===== src/rtl/note_recorder_pkg.sv =====
// Shared track-entry format and helpers for the recorder, song ROM and player.
package note_recorder_pkg;

    localparam int NUM_KEYS = 7;
    localparam int OCT_W    = 3;
    localparam int NOTE_W   = 3;
    localparam int LEN_W    = 4;
    localparam int ENTRY_W  = OCT_W + NOTE_W + LEN_W;

    localparam int LEN_LSB  = 0;
    localparam int NOTE_LSB = LEN_LSB + LEN_W;
    localparam int OCT_LSB  = NOTE_LSB + NOTE_W;

    localparam logic [NOTE_W-1:0] NOTE_REST = '0;
    localparam int MAX_LEN = 15;

    typedef struct packed {
        logic [OCT_W-1:0]  oct;
        logic [NOTE_W-1:0] note;
        logic [LEN_W-1:0]  len;
    } entry_t;

    typedef enum logic [1:0] {S_IDLE, S_ARM, S_HOLD, S_FULL} rec_state_t;

    function automatic logic [ENTRY_W-1:0] pack_entry(input logic [OCT_W-1:0]  oct,
                                                      input logic [NOTE_W-1:0] note,
                                                      input logic [LEN_W-1:0]  len);
        return {oct, note, len};
    endfunction

    function automatic entry_t unpack_entry(input logic [ENTRY_W-1:0] raw);
        return entry_t'(raw);
    endfunction

    // Lowest pressed key wins; nothing pressed is a rest.
    function automatic logic [NOTE_W-1:0] key_to_note(input logic [NUM_KEYS-1:0] k);
        logic [NOTE_W-1:0] n;
        n = NOTE_REST;
        for (int i = NUM_KEYS - 1; i >= 0; i--)
            if (k[i]) n = NOTE_W'(i + 1);
        return n;
    endfunction

    function automatic logic [NUM_KEYS-1:0] note_to_onehot(input logic [NOTE_W-1:0] n);
        logic [NUM_KEYS-1:0] oh;
        oh = '0;
        if (n != NOTE_REST) oh[n - 1'b1] = 1'b1;
        return oh;
    endfunction

endpackage


===== src/rtl/note_recorder_key_debounce.sv =====
// Two-flop synchroniser followed by a stability filter on the whole key vector.
module key_debounce
    import note_recorder_pkg::*;
#(
    parameter int W              = NUM_KEYS,
    parameter int DEBOUNCE_TICKS = 1_000_000
) (
    input  logic         clk,
    input  logic         rst_n,
    input  logic [W-1:0] raw,
    output logic [W-1:0] stable
);

    localparam int CW = $clog2(DEBOUNCE_TICKS + 1);

    logic [W-1:0]  sync1, sync2, cand;
    logic [CW-1:0] cnt;

    // Any change restarts the count; the candidate is only accepted once it has
    // survived DEBOUNCE_TICKS consecutive cycles unchanged.
    always_ff @(posedge clk) begin
        if (!rst_n) begin
            sync1  <= '0;
            sync2  <= '0;
            cand   <= '0;
            cnt    <= '0;
            stable <= '0;
        end else begin
            sync1 <= raw;
            sync2 <= sync1;
            if (sync2 != cand) begin
                cand <= sync2;
                cnt  <= '0;
            end else if (cnt == CW'(DEBOUNCE_TICKS - 1)) begin
                stable <= cand;
            end else begin
                cnt <= cnt + 1'b1;
            end
        end
    end

endmodule


===== src/rtl/note_recorder.sv =====
// Records debounced key presses as {octave, note, length} entries into a track RAM.
module note_recorder #(
    parameter int DEPTH          = 64,
    parameter int BEAT_TICKS     = 25_000_000,
    parameter int DEBOUNCE_TICKS = 1_000_000,
    parameter int MAX_LEN        = 15,
    localparam int AW            = $clog2(DEPTH)
) (
    input  logic          clk,
    input  logic          rst_n,
    input  logic          en,
    input  logic [6:0]    key,
    input  logic [2:0]    octave,
    input  logic [AW-1:0] rd_addr,
    output logic [9:0]    rd_data,
    output logic [AW:0]   track_len,
    output logic          full,
    output logic [6:0]    led
);

    import note_recorder_pkg::*;

    localparam int CW = (BEAT_TICKS > 1) ? $clog2(BEAT_TICKS) : 1;

    logic [NUM_KEYS-1:0] key_db;

    key_debounce #(.W(NUM_KEYS), .DEBOUNCE_TICKS(DEBOUNCE_TICKS)) u_debounce (
        .clk   (clk),
        .rst_n (rst_n),
        .raw   (key),
        .stable(key_db)
    );

    rec_state_t        state;
    logic              en_q;
    logic [OCT_W-1:0]  held_oct;
    logic [NOTE_W-1:0] held_note;
    logic [CW-1:0]     cyc;
    logic [LEN_W-1:0]  units;

    logic [NOTE_W-1:0]  cur_note;
    logic [OCT_W-1:0]   cur_oct;
    logic               start, changed, tick, sat, wr_en, wr_fill;
    logic [LEN_W-1:0]   units_n, eff_len;
    logic [ENTRY_W-1:0] wr_data;

    assign cur_note = key_to_note(key_db);
    assign cur_oct  = (cur_note == NOTE_REST) ? '0 : octave;
    assign start    = en && !en_q;
    assign changed  = {cur_oct, cur_note} != {held_oct, held_note};

    // The commit edge itself counts as a held cycle, so the length is the
    // post-increment unit count.
    assign tick    = (cyc == CW'(BEAT_TICKS - 1));
    assign units_n = units + LEN_W'(tick);
    assign sat     = tick && (units == LEN_W'(MAX_LEN - 1));
    assign eff_len = (units_n == '0) ? LEN_W'(1) : units_n;
    assign wr_data = pack_entry(held_oct, held_note, eff_len);
    assign wr_fill = wr_en && (track_len == (AW+1)'(DEPTH - 1));

    // Decide whether the held symbol is written this cycle.
    always_comb begin
        wr_en = 1'b0;
        if (state == S_HOLD) begin
            if (!en)                 wr_en = (held_note != NOTE_REST);
            else if (changed || sat) wr_en = 1'b1;
        end
    end

    // Recording FSM: arm on the enable edge, track hold time, commit entries.
    always_ff @(posedge clk) begin
        if (!rst_n) begin
            state     <= S_IDLE;
            en_q      <= 1'b1;  // an enable held through reset must not start a recording
            held_oct  <= '0;
            held_note <= NOTE_REST;
            cyc       <= '0;
            units     <= '0;
            track_len <= '0;
            full      <= 1'b0;
            led       <= '0;
        end else begin
            en_q <= en;
            unique case (state)
                S_IDLE: begin
                    led <= '0;
                    if (start) begin
                        track_len <= '0;
                        full      <= 1'b0;
                        state     <= S_ARM;
                    end
                end
                S_ARM: begin
                    if (!en) begin
                        state <= S_IDLE;
                    end else if (cur_note != NOTE_REST) begin
                        held_oct  <= cur_oct;
                        held_note <= cur_note;
                        cyc       <= '0;
                        units     <= '0;
                        led       <= note_to_onehot(cur_note);
                        state     <= S_HOLD;
                    end
                end
                S_HOLD: begin
                    if (wr_en) track_len <= track_len + 1'b1;
                    if (wr_fill) begin
                        full  <= 1'b1;
                        led   <= '0;
                        state <= S_FULL;
                    end else if (!en) begin
                        led   <= '0;
                        state <= S_IDLE;
                    end else if (changed) begin
                        held_oct  <= cur_oct;
                        held_note <= cur_note;
                        cyc       <= '0;
                        units     <= '0;
                        led       <= note_to_onehot(cur_note);
                    end else if (sat) begin
                        cyc   <= '0;
                        units <= '0;
                    end else begin
                        cyc   <= tick ? '0 : cyc + 1'b1;
                        units <= units_n;
                    end
                end
                S_FULL: begin
                    led <= '0;
                    if (start) begin
                        track_len <= '0;
                        full      <= 1'b0;
                        state     <= S_ARM;
                    end else if (!en) begin
                        state <= S_IDLE;
                    end
                end
                default: state <= S_IDLE;
            endcase
        end
    end

    logic [ENTRY_W-1:0] mem [DEPTH];

    // Track RAM write port; contents survive reset.
    always_ff @(posedge clk) begin
        if (rst_n && wr_en) mem[track_len[AW-1:0]] <= wr_data;
    end

    // Registered read port; a same-cycle write to rd_addr returns the old entry.
    always_ff @(posedge clk) begin
        if (!rst_n) rd_data <= '0;
        else        rd_data <= mem[rd_addr];
    end

endmodule


===== config.mk =====
export PLATFORM = sky130hd
export DESIGN_NAME = note_recorder
export DESIGN_NICKNAME = d
export VERILOG_FILES = /design/src/rtl/note_recorder_pkg.sv /design/src/rtl/note_recorder_key_debounce.sv /design/src/rtl/note_recorder.sv
export SDC_FILE = /design/constraint.sdc
export NUM_CORES = 1
export LEC_CHECK = 0
export CORE_UTILIZATION = 55
export CTS_BUF_LIST = sky130_fd_sc_hd__clkbuf_8
export CTS_CLUSTER_SIZE = 28
export DETAILED_ROUTE_END_ITERATION = 7
export GPL_ROUTABILITY_DRIVEN = 0
export HOLD_SLACK_MARGIN = 0.06
export PLACE_DENSITY = 0.71
export SLEW_MARGIN = 20
export SYNTH_ARGS = -nofsm -noshare
export SYNTH_HDL_FRONTEND = slang
export SYNTH_SLANG_ARGS = --single-unit

===== constraint.sdc =====
create_clock -name clk -period 9.6 [get_ports clk]
set_clock_uncertainty 0.15 [all_clocks]
set_input_delay 2.88 -clock clk [delete_from_list [all_inputs] [get_ports clk]]
set_output_delay 2.88 -clock clk [all_outputs]
set_load 0.01 [all_outputs]

After elaboration in Yosys (flattened, before gate mapping). Memories as Yosys holds them, arrays and structs flattened. A register that Yosys moved wholly into a read port is not among the register bits. Cells that the tools add are included.

Bits in writable memories: 640. Bits in latches: 0. Bits of input ports: 19. Output and inout bits: 25. Flip-flop bits (word level): 101. ROM bits: 0. Memories kept: 1. Logic and storage cells: 131.

Shift-type cells: 0. Order comparisons: 2. Add/sub/neg operators: 5. $mul: 0. Bitwise gates (word level): 2. Mux-type cells: 63. Reduce and logical (&&, ||, !) cells: 24. Equal/unequal tests: 20. Divide/modulo/power cells: 0.

Memory list: mem (depth 64, bits a word 10, read ports 1, clocked after memory_dff 1, wr ports 1, RTL line note_recorder.sv:143) `logic [ENTRY_W-1:0] mem [DEPTH];`.

Operators by type and width (number): $mux W25 (7); $mux W7 (8); $mux W3 (18); $pmux W25 S2 (1); $mux W4 (7); $add A25 B1 Y25 const B (1); $eq A25 B25 Y1 const B (1); $pmux W7 S3 (1); $add A20 B1 Y20 const B (1); $eq A20 B20 Y1 const B (1); $ne A2 B2 Y1 const B (8); $pmux W7 S2 (1); $mux W2 (6); $pmux W3 S2 (2); $reduce_and A3 Y1 (3); $mux W1 (8); $pmux W2 S4 (1); $pmux W4 S2 (1); $add A7 B1 Y7 const B (1); $eq A7 B6 Y1 const B (1); $ne A7 B7 Y1 (1); $ne A6 B6 Y1 (1); $reduce_and A6 Y1 (1); $reduce_bool A3 Y1 (2); 23 further kinds (33).

Logic depth before layout (Yosys ltp).
Depth after elaboration: 17. Mapped depth: 17. Depth with buffers taken out: 13.

Hierarchy. From an unflattened synthesis, not the netlist that was laid out.

Cells, all modules: 1626. Area total of the unflattened synthesis: 29930.0 um^2.

By module, submodules not included: note_recorder (instances 1, area each 28038.1 um^2, seq. area each 20479.6 um^2, cells an instance 1433); key_debounce (instances 1, area each 1891.8 um^2, seq. area each 960.9 um^2, cells an instance 193).

Least setup slack after synthesis. Ideal clock, no wire load.

Path kind: register to register. From: register cyc[0]. To: memory mem[0][0] (netlist name) (data pin). Setup time: 0.720 ns. Data arrival time: 5.186 ns. Slack: 3.544 ns. Required time: 8.730 ns. Stages on the path, launching flop included: 9. Clock period less this slack: 6.056 ns. Cell sequence: dfxtp_1 > ha_1 > nand3_1 > nand4bb_1 > nor2_1 > ha_1 > nand3_1 > xnor2_1 > o31ai_1.

Longest elaborated chain between the ends: 4.

Ends and longest elaborated chain: start: declaration (RTL line note_recorder.sv:38) `logic [CW-1:0] cyc;`; start signal: assignment (RTL line note_recorder.sv:124) `cyc <= tick ? '0 : cyc + 1'b1;`; $eq A25 B25 Y1 (*) (RTL line note_recorder.sv:54) `assign tick = (cyc == CW'(BEAT_TICKS - 1));`; $add A4 B1 Y4 (*) (RTL line note_recorder.sv:55) `assign units_n = units + LEN_W'(tick);`; $logic_not A4 Y1 (RTL line note_recorder.sv:57) `assign eff_len = (units_n == '0) ? LEN_W'(1) : units_n;`; $mux W4 (*) (RTL line note_recorder.sv:57); named net eff_len[0] (RTL line note_recorder.sv:44) `logic [LEN_W-1:0] units_n, eff_len;`; end: declaration (RTL line note_recorder.sv:143).

The timed path passes the listed nets; every way through them passes the cells marked *.

Final worst setup path.
From: input port octave[1]. To: memory mem[37][6] (netlist name), enable pin.

Longest elaborated chain between the ends: 9.

Ends and longest elaborated chain: start: declaration (RTL line note_recorder.sv:13) `input logic [2:0] octave,`; $mux W3 (RTL line note_recorder.sv:48) `assign cur_oct = (cur_note == NOTE_REST) ? '0 : octave;`; $ne A6 B6 Y1 (RTL line note_recorder.sv:50) `assign changed = {cur_oct, cur_note} != {held_oct, held_note};`; $logic_or A1 B1 Y1 (RTL line note_recorder.sv:66) `else if (changed || sat) wr_en = 1'b1;`; $mux W1 (RTL line note_recorder.sv:66); $mux W1 (RTL line note_recorder.sv:65) `if (!en) wr_en = (held_note != NOTE_REST);`; $mux W1 (RTL line note_recorder.sv:64) `if (state == S_HOLD) begin`; $logic_and A1 B1 Y1 (RTL line note_recorder.sv:147) `if (rst_n && wr_en) mem[track_len[AW-1:0]] <= wr_data;`; $mux W1 (RTL line note_recorder.sv:147); $mux W1 (not written as such) (RTL line note_recorder.sv:147).

No other way between the ends.

==> out/qor.yml <==
status: "finished clean"
start_util_pct: 56.2
cp_slowest_cell: "or4b_2"
ys_warn_count: 0
tightest_slew_ps: 1070
fp.coreArea_um2: 53100
vias: 15800
drt-initial-drc-count: 1534
cts_hold_buf: 0
crit_chain: "clkdlybuf4s50_1 -> xnor2_1 -> a32oi_1 -> a221o_1 -> or4b_1 -> o2111ai_4 -> buf_4 -> or4b_2 -> nor2_1"
antenna_found_initial: 2
clock_path_buffers: 3
hold_path_class: "reg -> reg"
crit_required_ps: 9780
ctsResizeCount: 0
hold_viol_final: 0
crit_arrival_ps: 6320
clk_pin_slew_worst_paths_ps: 60
cts_tree: "yes"
io_buffers: 43
r2r_slack_ps: 4480
startpoint: "octave[1]"
p_total_uw: 6420
synth_top_area_share_pct: 64.4
cts_sinks: 751
cts_setup_buffers: 0
cp_max_fo: 50
first_global_vias: 15800
die_x_um: 235
syn-num-nets: 1622
synth_edf_count: 640
seq_power_share_pct: 54.6
post-route-cell-area_um2: 33700
powerDensity_nw_per_um2: 191
clkPwrFrac_pct: 41.9
synth_area_leaders: "edfxtp_1, mux4_2, dfxtp_1, nor3_1, nor2_1"
root_buffer: "clkbuf_8"
async_reset_ff_share_pct: 0
p_sw_share_pct: 21.2
maxCapViolations: 0
syn_area_per_cell_um2: 18.7
via_per_inst: 6.30
cts_max_level: 3
synth_common_cells: "edfxtp_1, mux4_2, dfxtp_1, nor2_1, clkbuf_1"
drt-total-wl_mm: 66.4
grt-ovfl-total: 0
leakagePower_uw: 0.0112
critPathCapture: "mem[37][6]"
placed_cell_area_um2: 31300
boundaryPins: 44
synth_cells: 1591
combPwrFrac_pct: 3.4
fin_crit_ps: 6140
p_switching_uw: 1360
first_pass_iters: 5
synth_most_common_cell: "edfxtp_1"
postRouteAntennaNets: 0
start_kind: "primary input"
nets: 1748
yosys.area.top_type: "edfxtp_1"
rr_worst_depth: 14
yosysSeqAreaShare_pct: 71.9
r2r_end: "mem[37][6]"
cts_made_buffers: 116
tns_ps: 0
irDropWorstVdd_uv: 135
drc: 0
track_usage_pct: 24.6
std_cell_rows: 84
timing.rr.start: "u_debounce.stable[2]"
maxSlewHeadroom_pct: 28.0
dieArea_um2: 55200
ys.flop_type: "edfxtp_1"
max_freq_mhz: 163
setup_viol: 0
grt_start_max_net_pins: 91
p_int_uw: 5060
drive_gt1_share_pct: 25.6
area_delta_synth_final_pct: 12.9
grt_pass1_wl_mm: 100
yosys.cell_types.count: 62
path_class: "in -> reg"
max_stage_delay_ps: 850
syn_area_um2: 29800
cp-end-kind: "register"
synth-seq-cells: 751
clock_latency_ps: 730
drv_slew: 0
fin_crit_sh_pct: 63.9
rsz0062_at_grt: "no"
die_h_um: 235
hpwl_mm: 38.6
wl_per_cell_um: 26.5
through the flow:
| step | worst slack, ps | utilization (%) | hold slack [ps] | instances |
|---|---|---|---|---|
| after global placement | 2880 | 59.0 | 285 | 2287 |
| after CTS | 3540 | 63.4 | 307 | 2505 |
| after global routing | 3350 | 63.4 | 329 | 2505 |
| after floorplan | 3540 | - | 262 | 1591 |
| final | 3460 | 63.4 | 305 | 2508 |
| after detailed placement | 2780 | 59.0 | 284 | 2287 |
worst max-delay path: cells and delay by family:
| family | cells | cell delay [ps] |
|---|---|---|
| compound gates | 3 | 570 |
| xor+xnor | 1 | 150 |
| buf+inv | 2 | 800 |
| simple gates | 3 | 1870 |
cell families (layout without fill, tap and decap cells):
| group | Yosys count | after routing | synth area share (%) |
|---|---|---|---|
| XOR/XNOR | 29 | 29 | 0.852 |
| multiplexers | 223 | 223 | 16.3 |
| adder cells (fa/ha/maj) | 12 | 12 | 0.503 |
| flip-flops | 751 | 751 | 71.9 |
| AO/OA/AOI/OAI | 120 | 120 | 2.76 |
| other | 0 | 3 | 0 |
| AND/OR/NAND/NOR | 347 | 347 | 6.23 |
| buffers and inverters | 109 | 335 | 1.48 |
flip-flops by register name (all words and copies together) (netlist names), 7 cells and up:
signal and count:
u_debounce.cnt 20, u_debounce.cand 7, track_len 7, rd_data 10, led 7, mem 640
u_debounce.stable 7, cyc 25, u_debounce.sync2 7, u_debounce.sync1 7
final cells by class:
type	instances	area, um2
timing repair buffer	105	900
clock buffer	123	1690
sequential	751	21400
tap	688	861
clock inverter	95	672
multi-input combinational	731	8040
antenna	3	7.51
inverter	12	45.0
fill	3568	19400
placed cells by master (no fill, tap or decap), types with 12 or more instances in the layout:
cell type,synthesis,routed
buf_4,0,61
nor2_1,70,70
a21oi_1,35,35
edfxtp_1,640,640
xnor2_1,15,14
dfxtp_1,111,105
clkinv_1,0,30
and2_1,35,35
mux2i_1,13,13
o21ai_0,26,26
clkinv_2,0,14
mux4_2,210,210
nand3b_1,12,12
nor3_1,61,54
xor2_1,14,13
nand4_1,17,17
clkdlybuf4s50_1,0,38
inv_1,12,45
or3_1,14,14
nand2_1,48,48
nand3_1,25,25
clkbuf_8,0,123
o31ai_1,14,13
power by group through the flow:
stage / clock network, uW / logic (uW) / registers (uW)
after CTS: 2730 / 221 / 3510
after detailed placement: 0 / 221 / 3570
after floorplan: 0 / 150 / 3570
after global placement: 0 / 218 / 3570
after global routing: 2870 / 233 / 3500
final: 2690 / 219 / 3510
worst min path at each step:
stage                                     end  cells after the start  slack, ps                start
after floorplan           u_debounce.sync2[0]                      1        260  u_debounce.sync1[0]
after global placement    u_debounce.sync2[4]                      1        280  u_debounce.sync1[4]
after detailed placement  u_debounce.sync2[3]                      1        280  u_debounce.sync1[3]
after CTS                 u_debounce.sync2[2]                      1        310  u_debounce.sync1[2]
after global routing      u_debounce.sync2[4]                      1        330  u_debounce.sync1[4]
final                     u_debounce.sync2[2]                      1        300  u_debounce.sync1[2]
metal layers:
layer,global-route usage [%],vias to the layer above,wire length [um]
met5,0,-,23
met4,6.90,4,1500
met3,5.17,114,5160
met2,37.7,658,31300
met1,36.3,8236,28400
li1,-,6780,-
(Power assumes the default switching activity.)
